`src/rtl/gnt_lock.sv`:
```
// Grant lock: binds each grant slot to its output lane until end of packet and exports held inputs as a busy mask.
// Optional idle-lane forced release is built when GNT_LOCK_TIMEOUT_EN is defined.
module gnt_lock #(
    parameter int WIDTH_N     = 10,
    parameter int AMOUNT_M    = 2,
    parameter int TIMEOUT_CYC = 1024
) (
    input  logic                               clk,
    input  logic                               reset,
    input  logic [AMOUNT_M-1:0][WIDTH_N-1:0]   gnt_i,
    input  logic                               gnt_vld_i,
    output logic                               gnt_rdy_o,
    input  logic [AMOUNT_M-1:0]                lane_last_i,
    input  logic [AMOUNT_M-1:0]                lane_beat_i,
    output logic [AMOUNT_M-1:0][WIDTH_N-1:0]   sel_o,
    output logic [AMOUNT_M-1:0]                lane_busy_o,
    output logic [WIDTH_N-1:0]                 busy_o,
    output logic [AMOUNT_M-1:0]                timeout_o
);

    typedef enum logic {EMPTY = 1'b0, PEND = 1'b1} pend_state_t;

    pend_state_t pend_state, pend_state_nx;
    logic                             pend_vld, rdy_q, capture, dispatch;
    logic [AMOUNT_M-1:0][WIDTH_N-1:0] pend_gnt, sel_q, sel_nx;
    logic [AMOUNT_M-1:0]              busy_q, busy_nx, needed, blocked, rel_last, expire;
    logic [WIDTH_N-1:0]               held;

    assign pend_vld = (pend_state == PEND);
    assign capture  = gnt_vld_i & rdy_q;

    always_comb begin
        held = '0;
        for (int m = 0; m < AMOUNT_M; m++) begin
            if (busy_q[m]) held |= sel_q[m];
        end
    end

    // Dispatch looks only at registered lane state, so a lane freed at this edge is usable one edge later.
    always_comb begin
        needed   = '0;
        blocked  = '0;
        rel_last = '0;
        for (int m = 0; m < AMOUNT_M; m++) begin
            needed[m]   = |pend_gnt[m];
            blocked[m]  = needed[m] & (busy_q[m] | (|(pend_gnt[m] & held)));
            rel_last[m] = busy_q[m] & lane_last_i[m];
        end
        dispatch = pend_vld & ~(|blocked);
    end

    always_comb begin
        pend_state_nx = pend_state;
        case (pend_state)
            EMPTY: if (capture)  pend_state_nx = PEND;
            PEND:  if (dispatch) pend_state_nx = EMPTY;
        endcase
    end

`ifdef GNT_LOCK_TIMEOUT_EN
    localparam int CNT_W = $clog2(TIMEOUT_CYC + 1);

    logic [AMOUNT_M-1:0][CNT_W-1:0] cnt_q, cnt_nx;
    logic [AMOUNT_M-1:0]            tmo_q;

    // End of packet wins over timeout, so an expiring lane that also sees its last beat reports no timeout.
    always_comb begin
        expire = '0;
        cnt_nx = cnt_q;
        for (int m = 0; m < AMOUNT_M; m++) begin
            expire[m] = busy_q[m] & ~lane_last_i[m] & (cnt_q[m] == CNT_W'(TIMEOUT_CYC));
            if (!busy_q[m] || rel_last[m] || expire[m] || lane_beat_i[m])
                cnt_nx[m] = '0;
            else
                cnt_nx[m] = cnt_q[m] + CNT_W'(1);
        end
    end

    always_ff @(posedge clk or posedge reset) begin
        if (reset) begin
            cnt_q <= '0;
            tmo_q <= '0;
        end else begin
            cnt_q <= cnt_nx;
            tmo_q <= expire;
        end
    end

    assign timeout_o = tmo_q;
`else
    logic unused_cfg;

    assign expire     = '0;
    assign timeout_o  = '0;
    assign unused_cfg = ^lane_beat_i ^ (TIMEOUT_CYC > 0);
`endif

    always_comb begin
        sel_nx  = sel_q;
        busy_nx = busy_q;
        for (int m = 0; m < AMOUNT_M; m++) begin
            if (rel_last[m] | expire[m]) begin
                busy_nx[m] = 1'b0;
                sel_nx[m]  = '0;
            end else if (dispatch & needed[m]) begin
                busy_nx[m] = 1'b1;
                sel_nx[m]  = pend_gnt[m];
            end
        end
    end

    // Ready is registered; it stays low through reset and rises on the first edge afterwards.
    always_ff @(posedge clk or posedge reset) begin
        if (reset) begin
            pend_state <= EMPTY;
            pend_gnt   <= '0;
            rdy_q      <= 1'b0;
            sel_q      <= '0;
            busy_q     <= '0;
        end else begin
            pend_state <= pend_state_nx;
            rdy_q      <= (pend_state_nx == EMPTY);
            sel_q      <= sel_nx;
            busy_q     <= busy_nx;
            if (capture) pend_gnt <= gnt_i;
        end
    end

    assign gnt_rdy_o   = rdy_q;
    assign sel_o       = sel_q;
    assign lane_busy_o = busy_q;
    assign busy_o      = held;

    for (genvar m = 0; m < AMOUNT_M; m++) begin : g_onehot
        a_onehot: assert property (@(posedge clk) disable iff (reset)
            capture |-> $onehot0(gnt_i[m]));
    end

endmodule
```
`config.mk`:
```
export PLATFORM = sky130hd
export DESIGN_NAME = gnt_lock
export DESIGN_NICKNAME = d
export VERILOG_FILES = /design/src/rtl/gnt_lock.sv
export SDC_FILE = /design/constraint.sdc
export NUM_CORES = 1
export LEC_CHECK = 0
export ABC_AREA = 1
export BUFFER_PORTS_ARGS = -buffer_cell sky130_fd_sc_hd__buf_2
export CORE_UTILIZATION = 34
export CTS_CLUSTER_SIZE = 25
export DETAILED_ROUTE_END_ITERATION = 10
export PLACE_DENSITY = 0.59
export SLEW_MARGIN = 20
export SYNTH_ARGS = -nofsm -noshare
export SYNTH_HDL_FRONTEND = slang
export SYNTH_SLANG_ARGS = --single-unit
```
`constraint.sdc`:
```
create_clock -name clk -period 4.64 [get_ports clk]
set_clock_uncertainty 0.05 [all_clocks]
set_input_delay 0.928 -clock clk [delete_from_list [all_inputs] [get_ports clk]]
set_output_delay 0.928 -clock clk [all_outputs]
set_load 0.01 [all_outputs]
```
==> summary.txt, run 1 <==
Run status
  • Status: completed

Cells and area
  • Post-Layout Cell Count: between 400 and 500
  • Most frequent standard cell in the layout excluding fill and tap cells: nand2_1
  • Share of layout cells above drive strength 1: between 20% and 30%
  • Layout area overhead: 19.5%
  • Top library cells by usage in the layout, fill and taps aside: nand2_1, buf_2, dfrtp_1, nand3_1, inv_1
  • Number of inserted filler cells in the final layout: 648
  • Fin nets: between 300 and 400
  • Number of antenna repair diodes: 0

Routing
  • First-iteration detailed-routing DRC count: 110
  • Number of nets still failing antenna checks after routing: 0
  • Routed vias/inst: between 4 and 5
  • DRC violation count after routing: 0
  • Routed WL per cell: approximately 14 um
  • Routed vias: between 1500 and 2000
  • Number of optimization iterations in the first detailed-route pass: 4
  • Routed wire length: around 5.6 mm

Pwr
  • Part of the power in registers: about 42%
  • VDD IR-drop max: ~0.28 mV
  • Leakage power total: between 0.001 and 0.0015 uW
  • Fraction of power consumed by combinational cells: 41.2%
  • Part of the total power dissipated in the clock network: between 10% and 20%
  • Internal: approximately 960 uW
  • Power per cell area: approximately 670 nW/um^2
  • Switching Fraction: 45.0%
  • Switch Pwr: approximately 780 uW

Floorplanning
  • Cell row count: 28
  • Vertical die dimension: 81.7 um
  • Chip Width: between 80 and 90 um
  • Full die area: 6670 sq um
  • Number of top-level design ports: 62
  • Starting density of the core: between 30% and 40%
  • Core footprint: roughly 6000 sq um

CTS
  • Sinks on Clock Net: 44
  • Number of hold buffers added after cts: 0
  • CTS clock-pin slew for the worst setup and hold paths: 0.08 ns
  • Clock buffer count from CTS: 5
  • CTS tree: built
  • Post-CTS setup buffers: 0
  • Clock root cell: clkbuf_8
  • PostCTS Resize Cnt: 0
  • Worst-case clock buffer depth: 2
  • Latest clock arrival within the worst-skew pair: a little under 0.3 ns
  • Number of levels the H-tree was split into: 2

Logic synthesis
  • Portion of the post-synthesis area used by sequential elements: 51.0%
  • Distinct cells, synth: 24
  • Post-synthesis register bit count: 44
  • Synthesized instance count: 280
  • Average instance area after synthesis: about 7.7 sq um
  • Synthesized area: 2160 sq um
  • Synth warnings: 0

Timing
  • Final setup vio count: 0
  • Final hold viol count: 0
  • Final Max Slew Viols: 0
  • Max frequency: about 420 MHz
  • Worst relative slew slack: between 50% and 60%
  • Final Critical Period: 2.38 ns
  • Total negative slack: 0 ns
  • Unrepaired setup endpoints after global routing: false
  • Slew at the pin with the worst max-slew slack: between 0.6 and 0.7 ns
  • Final clock period utilization by the worst path: 51.3%

Flow run
  • Max-cap violations: 0

Global routing
  • Final global-route overflow total: 0
  • Wire length of the first global-routing pass: around 9.0 mm
  • Overall global routing resource usage: a little under a fifth
  • Largest net degree at the start of global routing: 45
  • Via count of the first global-routing pass: roughly 1800
  • Initial antenna violation count: 0

Setup path
  • Maximum fanout along the worst path: 14
  • Startpoint kind of the worst setup timing path: register
  • Termination of the worst setup path: busy_o[6]
  • Required time worst endpoint: between 3 and 4 ns
  • Critical Path Start: lane_busy_o[0]$_DFFE_PP0P_
  • Flop-to-flop setup slack: 2.50 ns
  • Startpoint of the most critical register-to-register path: lane_busy_o[0]$_DFFE_PP0P_
  • End of the worst register-to-register path: sel_o[4]$_DFFE_PP0P_
  • R2R depth: 11
  • Crit path DAT: 1.40 ns
  • Kind of end point of the critical path: output pin
  • Worst setup path class: reg2out

Placement
  • Cell count after placement: approximately 400
  • IO buf count: 57
  • Weighted congestion reported at the end of routability-driven placement: between 0.8 and 0.9
  • Half-perimeter wire length after placement: 4.08 mm

Hold path
  • HP Class: reg2reg
[critical path: stages, from the launching register on]
cell and delay [ns]:
dfrtp_1 0.59, nand2_1 0.13, nand2_1 0.21, buf_2 0.18
[Yosys cell counts]
master    count  share of area (%)
nand2_1     128                 22
dfrtp_1      44                 51
nand3_1      34                7.9
inv_1        16                2.8
nand2_2      10                2.9
o21ai_0      10                2.3
nor2_1        7                1.2
nand4_1       4                1.2
a21oi_1       3               0.70
buf_4         3                1.0
buf_6         3                1.6
clkbuf_1      3               0.52
buf_2         2               0.46
nor3_1        2               0.46
nor4_1        2               0.58
a21boi_1      1               0.35
a22o_1        1               0.41
clkinv_1      1               0.17
conb_1        1               0.17
inv_2         1               0.17
nand3_2       1               0.46
nand4_2       1               0.58
nor2_2        1               0.29
nor2_4        1               0.52
[stage by stage]
| step | util [%] | instance area [sq um] | power, uW | hold slack [ns] | setup slack, ns |
|---|---|---|---|---|---|
| final | 42.8 | 2580 | 1740 | 0.458 | 2.26 |
| after global routing | 42.8 | 2580 | 1890 | 0.502 | 2.09 |
| after CTS | 42.8 | 2580 | 1750 | 0.467 | 2.23 |
| after detailed placement | 41.0 | 2470 | 1460 | 0.447 | 2.01 |
| after global placement | 41.0 | 2470 | 1450 | 0.442 | 2.02 |
| after floorplan | - | 2160 | 1230 | 0.421 | 2.63 |
[routing by layer]
layer	global-route usage [%]	wire length (um)	vias to the layer above
met5	0	0	-
met4	5.61	53	0
met3	3.00	387	5
met2	27.4	2520	77
met1	26.1	2620	894
li1	-	-	991
[power by group through the flow]
stage,clock network (uW),registers [uW],logic (uW)
after CTS,295,731,723
after global routing,314,753,827
final,288,734,717
after global placement,0,739,709
after floorplan,0,693,538
after detailed placement,0,738,720
[logic make-up (layout without fill, tap and decap cells)]
kind of cell           after synthesis  in the layout  share of synthesized area (%)
DFF                                 44             44                           51.0
and+or+nand+nor                    191            191                           38.3
other                                1              2                          0.174
AOI/OAI and AO/OA                   15             15                           3.77
buffers and inverters               29             84                           6.72
[how the worst min path moves through the flow]
stage,startpoint,endpoint,depth (start not counted)
floorplan,pend_gnt[1]$_DFFE_PP0P_,sel_o[1]$_DFFE_PP0P_,2
global placement,pend_gnt[18]$_DFFE_PP0P_,sel_o[18]$_DFFE_PP0P_,2
detailed placement,pend_gnt[18]$_DFFE_PP0P_,sel_o[18]$_DFFE_PP0P_,2
CTS,pend_gnt[18]$_DFFE_PP0P_,sel_o[18]$_DFFE_PP0P_,2
global route,sel_o[3]$_DFFE_PP0P_,sel_o[3]$_DFFE_PP0P_,2
finish,pend_gnt[18]$_DFFE_PP0P_,sel_o[18]$_DFFE_PP0P_,2
[cell type report]
type | instances | area [sq um] | area share (%)
flip-flops and latches | 44 | 1100 | 42.7
well taps | 75 | 93.8 | 3.64
multi-input cells | 208 | 916 | 35.5
clock inverters | 2 | 35.0 | 1.36
clock buffers | 6 | 72.6 | 2.81
repair buffers | 58 | 293 | 11.4
inverters | 18 | 67.6 | 2.62
[registers in the layout, summed over array words and instances (netlist names)]
name         cells
pend_state       1
sel_o           20
lane_busy_o      2
pend_gnt        20
gnt_rdy_o        1
No activity file was read; power rests on OpenSTA's default activity.
==> run 2, diff against run 1 <==
Clock period 4.64 ns to 2.2 ns, I/O delays scaled along.
==> run 2 against run 1 <==
  * Die area did not move
  * Sequential power up 110%
  * Register-to-register slack worse by 2.3 ns
  * Setup slack worse by 2.0 ns
  * Largest power group is now combinational logic
  * Highest routed layer unchanged
==> summary.txt, run 2 (synthesized netlist as in run 1, its figures left out) <==
Floorplanning
  • Vertical die dimension: 81.7 um (unchanged)
  • Chip Width: 81.7 um (unchanged)
  • Starting density of the core: 35.8% (unchanged)
  • Cell row count: 28 (unchanged)
  • Core footprint: 6030 sq um (unchanged)
  • Number of top-level design ports: 62 (unchanged)
  • Full die area: 6670 sq um (unchanged)

Cells and area
  • Number of inserted filler cells in the final layout: 651 (+0.46%)
  • Number of antenna repair diodes: 0 (unchanged)
  • Share of layout cells above drive strength 1: 25.2% (+1.4 points)
  • Layout area overhead: 21.4%
  • Area used by sequential logic in the layout: 1100 sq um (unchanged)
  • Most frequent standard cell in the layout excluding fill and tap cells: nand2_1
  • End-of-flow core utilization: 43.5% (+0.69 points)
  • Fin nets: 367 (+1.4%)
  • Multi-input gate area: 916 sq um (unchanged)
  • Top library cells by usage in the layout, fill and taps aside: nand2_1, buf_2, dfrtp_1, nand3_1, inv_1

Setup path
  • Maximum fanout along the worst path: 14 (unchanged)
  • Startpoint kind of the worst setup timing path: register
  • CP max-delay cell: dfrtp_1
  • Worst setup path class: reg2reg
  • Most repeated library cell on the critical path: nand2_1
  • Kind of end point of the critical path: register
  • Crit path DAT: 2.13 ns (+0.73 ns)
  • Cells along the critical path: nand2_1 -> nand2_1 -> nand2_1 -> nand2_1 -> nor2_2 -> nand3_1 -> nand2_2 -> nand4_2 -> buf_4 -> nand3_1 -> nand2_1
  • Required time worst endpoint: 2.34 ns (-1.32 ns)
  • Biggest cell delay along the critical path: 0.54 ns (-0.05 ns)

Timing
  • Final hold viol count: 0 (unchanged)
  • Final clock period utilization by the worst path: 90.2%
  • Total negative slack: 0 ns (unchanged)
  • Final Critical Period: between 1.5 and 2 ns
  • Slew at the pin with the worst max-slew slack: 0.567 ns (-0.0907 ns)
  • Final setup vio count: 0 (unchanged)
  • Max frequency: 504 MHz
  • Worst relative slew slack: 62.2% (+6.3 points)
  • Unrepaired setup endpoints after global routing: false
  • Final Max Slew Viols: 0 (unchanged)

Routing
  • Number of nets still failing antenna checks after routing: 0 (unchanged)
  • DRC violation count after routing: 0 (unchanged)
  • Routed wire length: 5.60 mm (+0.45%)
  • Number of optimization iterations in the first detailed-route pass: 5 (+1)
  • Routed vias: 2040 (+3.7%)
  • First-iteration detailed-routing DRC count: 114 (+3.6%)
  • Routed vias/inst: 4.90 (+2.5%)
  • Routed WL per cell: 13.5 um (-0.76%)

CTS
  • Post-CTS setup buffers: 0 (unchanged)
  • Clock root cell: clkbuf_8
  • Worst-case clock buffer depth: 2 (unchanged)
  • Number of levels the H-tree was split into: 2 (unchanged)
  • PostCTS Resize Cnt: 0 (unchanged)
  • Latest clock arrival within the worst-skew pair: 0.30 ns (about the same)
  • CTS tree: built
  • CTS clock-pin slew for the worst setup and hold paths: 0.09 ns (about the same)
  • Clock buffer count from CTS: 5 (unchanged)
  • Number of hold buffers added after cts: 0 (unchanged)
  • Sinks on Clock Net: 44 (unchanged)

Pwr
  • Power per cell area: 1420 nW/um^2 (+110%)
  • Switch Pwr: 1670 uW (+110%)
  • Switching Fraction: 44.6% (-0.32 points)
  • Part of the total power dissipated in the clock network: 16.5% (about the same)
  • Part of the power in registers: 41.5% (-0.7 points)
  • Fraction of power consumed by combinational cells: 42.0% (+0.8 points)
  • Leakage power total: 0.00151 uW (+1.4%)
  • VDD IR-drop max: 0.504 mV (+81%)
  • Internal: 2070 uW (+120%)

Flow run
  • Max-cap violations: 0 (unchanged)

Global routing
  • Via count of the first global-routing pass: 1908 (+6.2%)
  • Wire length of the first global-routing pass: 9.08 mm (+0.45%)
  • Initial antenna violation count: 0 (unchanged)
  • Overall global routing resource usage: 18.2% (+0.14 points)
  • Final global-route overflow total: 0 (unchanged)
  • Largest net degree at the start of global routing: 45 (unchanged)

Placement
  • Half-perimeter wire length after placement: 4.17 mm (+2.3%)
  • Weighted congestion reported at the end of routability-driven placement: 0.845 (-2.1%)
  • IO buf count: 57 (unchanged)

Run status
  • Status: completed

Hold path
  • HP Class: in2async
[run 2: changes by cell type in the layout (fill, tap and decap cells not counted), sizes merged]
cell and change:
buf +5, clkbuf -1, clkinvlp +1
[run 2: final cells by class]
cell class	count	share of cell area (%)
multi-input combinational	208	35.0
inverter	18	2.58
sequential	44	42.0
timing repair buffer	63	12.6
clock buffer	5	2.63
tap	75	3.58
clock inverter	3	1.62
[run 2: path summary, 6_finish.rpt]
path / startpoint / endpoint / slack, ns / cells after the start
min in group clk: gnt_i[0] / pend_gnt[0]$_DFFE_PP0P_ / 0.28 / 3
setup reg to reg: lane_busy_o[0]$_DFFE_PP0P_ / sel_o[9]$_DFFE_PP0P_ / 0.22 / 11
max in group asynchronous: reset / sel_o[18]$_DFFE_PP0P_ / 1.48 / 3
setup / recovery: lane_busy_o[0]$_DFFE_PP0P_ / sel_o[9]$_DFFE_PP0P_ / 0.22 / 11
hold / removal: reset / pend_gnt[8]$_DFFE_PP0P_ / 0.22 / 3
hold reg to reg: pend_gnt[1]$_DFFE_PP0P_ / sel_o[1]$_DFFE_PP0P_ / 0.46 / 2
[run 2: worst max-delay path, delay by kind of cell, from the launching register on]
| family | cells | cell delay [ns] |
|---|---|---|
| buffers and inverters | 1 | 0.23 |
| DFF | 1 | 0.54 |
| and+or+nand+nor | 10 | 1.07 |
[run 2: per-stage QoR]
step,total power (uW),std cells,setup slack [ns],area (sq um),hold WS [ns]
floorplan,2600,281,0.541,2160,0.421
global placement,3110,408,0.257,2510,0.441
detailed placement,3130,408,0.239,2510,0.442
CTS,3760,416,0.226,2620,0.237
global route,4060,416,0.00804,2620,0.274
finish,3730,416,0.215,2620,0.217
[run 2: per-layer routing]
layer	vias to the layer above	GRT usage, %	share of wire (%)	wire (um)
li1	1008	-	-	-
met1	945	25.5	47	2660
met2	75	28.1	45	2530
met3	12	3.56	5.5	310
met4	0	5.79	1.9	104
met5	-	0	0	0
[run 2: power groups by stage]
stage | sequential [uW] | clock [uW] | combinational, uW
floorplan | 1460 | 0 | 1130
global placement | 1560 | 0 | 1540
detailed placement | 1560 | 0 | 1570
CTS | 1550 | 631 | 1580
global route | 1590 | 667 | 1810
finish | 1550 | 617 | 1570
==> run 3, diff against run 2 <==
Settings changed: ABC_AREA 1 to not set, CORE_MARGIN set to 2, PLACE_DENSITY 0.59 to 0.6.
==> run 3 against run 2 <==
  * Clock-buffer cell count rose by 1
  * Synthesized area fell by 9.2%
  * Hold slack got worse by 0.0023 ns
  * Routed wire length fell by 10%
  * Synthesized cell count fell by 48%
  * Total power rose by 9.8%
  * Critical path depth fell by 4
  * Sequential power rose by 3%
  * Core utilization rose by 1.4 points
  * Non-clock buffer count rose by 2
  * Setup slack got worse by 0.12 ns
  * Flip-flop and latch count did not move
  * Critical path type unchanged
  * Largest cell class unchanged
==> summary.txt, run 3 <==
Run status
  • Status: completed

Global routing
  • Via count of the first global-routing pass: 1500 (-21%)
  • Largest net degree at the start of global routing: 45 (unchanged)
  • Final global-route overflow total: 0 (unchanged)
  • Wire length of the first global-routing pass: 7.64 mm (-16%)
  • Overall global routing resource usage: 15.9% (-2.3 points)
  • Initial antenna violation count: 0 (unchanged)

Floorplanning
  • Vertical die dimension: 79.9 um (-2.2%)
  • Cell row count: 27 (-3.6%)
  • Full die area: 6390 sq um (-4.3%)
  • Starting density of the core: 35.4% (-0.45 points)
  • Number of top-level design ports: 62 (unchanged)
  • Chip Width: 79.9 um (-2.2%)
  • Core footprint: 5540 sq um (-8.1%)

Logic synthesis
  • Share of flip-flops with an asynchronous set or reset after synthesis: 100% (unchanged)
  • Portion of the post-synthesis area used by sequential elements: 56.2% (+5.2 points)
  • EDFF count, synth: 0 (unchanged)
  • Post-synthesis register bit count: 44 (unchanged)
  • Synth warnings: 0 (unchanged)
  • Most used DFF post-synth: dfrtp_1
  • Average instance area after synthesis: 13.4 sq um (+74%)
  • Portion of synthesized cell area occupied by the leading cell type: 56.2% (+5.2 points)
  • Largest cells by area after synthesis: dfrtp_1, mux2_2, a22o_1
  • Synthesized instance count: 146 (-48%)
  • Dominant cell by count in the synthesized netlist: dfrtp_1
  • Post-synthesis cell type with the largest combined area: dfrtp_1
  • Top cell types by occurrence after synthesis: dfrtp_1, a22o_1, mux2_2, a22o_2, a22oi_1
  • Synthesized area: 1960 sq um (-9.2%)
  • Distinct cells, synth: 27 (+13%)

Setup path
  • Biggest cell delay along the critical path: 0.48 ns (-0.06 ns)
  • End of the worst register-to-register path: sel_o[11]$_DFFE_PP0P_
  • Worst setup path class: reg2reg
  • Crit path DAT: 2.24 ns (+0.11 ns)
  • CP max-delay cell: dfrtp_2
  • Combined buffer and inverter count along the critical path: 1 (unchanged)
  • Kind of end point of the critical path: register
  • Crit path max-delay family: compound AO/OA/AOI/OAI gates
  • Required time worst endpoint: 2.33 ns (about the same)
  • R2R depth: 7 (-4)
  • Maximum fanout along the worst path: 7 (-7)
  • Cells along the critical path: buf_6 -> a22o_2 -> a22oi_1 -> nand4_2 -> nor3_4 -> a22oi_2 -> a22o_1
  • Flop-to-flop setup slack: 0.09 ns (-0.12 ns)
  • Startpoint of the most critical register-to-register path: lane_busy_o[1]$_DFFE_PP0P_
  • Startpoint kind of the worst setup timing path: register

Timing
  • Worst relative slew slack: 63.2% (+0.98 points)
  • Final hold viol count: 0 (unchanged)
  • Max frequency: 474 MHz (-5.9%)
  • Final Max Slew Viols: 0 (unchanged)
  • Unrepaired setup endpoints after global routing: false
  • Total negative slack: 0 ns (unchanged)
  • Final setup vio count: 0 (unchanged)
  • Final clock period utilization by the worst path: 95.8% (+5.6 points)
  • Final Critical Period: 2.11 ns (+0.123 ns)
  • Slew at the pin with the worst max-slew slack: 0.553 ns (-0.0147 ns)

CTS
  • Clock root cell: clkbuf_8
  • CTS clock-pin slew for the worst setup and hold paths: 0.08 ns (about the same)
  • Number of levels the H-tree was split into: 2 (unchanged)
  • Number of hold buffers added after cts: 0 (unchanged)
  • CTS tree: built
  • Clock buffer count from CTS: 5 (unchanged)
  • Sinks on Clock Net: 44 (unchanged)
  • Worst-case clock buffer depth: 2 (unchanged)
  • Latest clock arrival within the worst-skew pair: 0.29 ns (about the same)

Cells and area
  • Most frequent standard cell in the layout excluding fill and tap cells: buf_2
  • Layout area overhead: 27.0%
  • Share of layout cells above drive strength 1: 54.7% (+29 points)
  • Number of antenna repair diodes: 0 (unchanged)
  • Number of inserted filler cells in the final layout: 547 (-16%)
  • Top library cells by usage in the layout, fill and taps aside: buf_2, dfrtp_1, mux2_2, a22o_1, a22o_2
  • Fin nets: 240 (-35%)
  • Post-Layout Cell Count: 286 (-31%)

Placement
  • Half-perimeter wire length after placement: 3.54 mm (-15%)
  • Cell count after placement: 274 (-33%)
  • Weighted congestion reported at the end of routability-driven placement: 0.830 (-1.8%)
  • IO buf count: 57 (unchanged)

Flow run
  • Max-cap violations: 0 (unchanged)

Hold path
  • HP Class: in2async

Routing
  • Routed vias: 1519 (-26%)
  • Routed WL per cell: 17.6 um (+31%)
  • Number of nets still failing antenna checks after routing: 0 (unchanged)
  • Routed vias/inst: 5.31 (+8.3%)
  • First-iteration detailed-routing DRC count: 106 (-7.0%)
  • DRC violation count after routing: 0 (unchanged)
  • Number of optimization iterations in the first detailed-route pass: 4 (-1)
  • Routed wire length: 5.04 mm (-10%)

Pwr
  • Power per cell area: 1650 nW/um^2 (+16%)
  • Leakage power total: 0.00122 uW (-19%)
  • VDD IR-drop max: 0.637 mV (+26%)
[run 3: cell types whose count changed after synthesis, sizes merged, moves of 8 or more]
cell	before	now
nand2	138	7
inv	17	4
a22oi	0	10
mux2	0	20
a22o	1	30
nand3	35	2
o21ai	10	2
[run 3: cell type report]
| class | instances | area [sq um] | share of cell area (%) |
|---|---|---|---|
| repair buffers | 65 | 349 | 14.0 |
| multi-input cells | 93 | 823 | 33.1 |
| flip-flops and latches | 44 | 1100 | 44.3 |
| well taps | 72 | 90.1 | 3.62 |
| inverters | 4 | 15.0 | 0.603 |
| clock buffers | 6 | 72.6 | 2.92 |
| clock inverters | 2 | 35.0 | 1.41 |
[run 3: worst reg2reg max path, delay by kind of cell (launching register included)]
kind / cells / cell delay [ns]
AO/OA/AOI/OAI: 4 / 0.84
AND/OR/NAND/NOR: 2 / 0.48
flip-flops: 1 / 0.48
buffers and inverters: 1 / 0.16
[run 3: routing by layer]
layer	share of wire [%]	up-vias	global-route usage (%)
li1	-	711	-
met1	44	748	21.0
met2	48	52	25.3
met3	6.3	8	4.30
met4	1.6	0	4.92
met5	0	-	0
[run 3: how the worst max path moves through the flow]
stage	startpoint	cells after the start	slack, ns	to
2_1_floorplan	lane_busy_o[1]$_DFFE_PP0P_	7	0.22	sel_o[10]$_DFFE_PP0P_
3_3_place_gp	lane_busy_o[1]$_DFFE_PP0P_	6	0.05	sel_o[3]$_DFFE_PP0P_
3_5_place_dp	lane_busy_o[1]$_DFFE_PP0P_	6	0.05	sel_o[3]$_DFFE_PP0P_
4_1_cts	lane_busy_o[1]$_DFFE_PP0P_	6	0.04	sel_o[3]$_DFFE_PP0P_
5_1_grt	lane_busy_o[1]$_DFFE_PP0P_	8	0.01	sel_o[4]$_DFFE_PP0P_
6_report	lane_busy_o[1]$_DFFE_PP0P_	7	0.09	sel_o[11]$_DFFE_PP0P_
[run 3: power by group]
part           internal [uW]  leakage (uW)  switching (uW)  total (uW)
logic                    947      0.000622             954        1900
clock network            337     0.0000552             257         594
registers               1180      0.000542             421        1600
[run 3: metrics by stage]
step                      power [uW]  setup slack [ns]  utilization, %  hold WS [ns]  cell area, sq um
after global placement          3280            0.0513            41.7         0.472              2310
after global routing            4360            0.0110            44.9         0.282              2490
after detailed placement        3300            0.0542            41.7         0.469              2310
after floorplan                 2740             0.222               -         0.454              1960
final                           4100            0.0916            44.9         0.215              2490
after CTS                       3900            0.0429            43.7         0.245              2420
[run 3: cell families after synthesis]
family          synth area share, %
simple gates                   6.26
compound gates                 21.5
buf+inv                        4.41
mux                            11.5
other cells                   0.191
flops                          56.2
[run 3: timing repair]
| action | in CTS | in global routing |
|---|---|---|
| setup buffers | 0 | 2 |
| endpoints found under the setup margin | 0 | 20 |
| resized for setup | 0 | 11 |
| hold endpoints to repair | 0 | 0 |
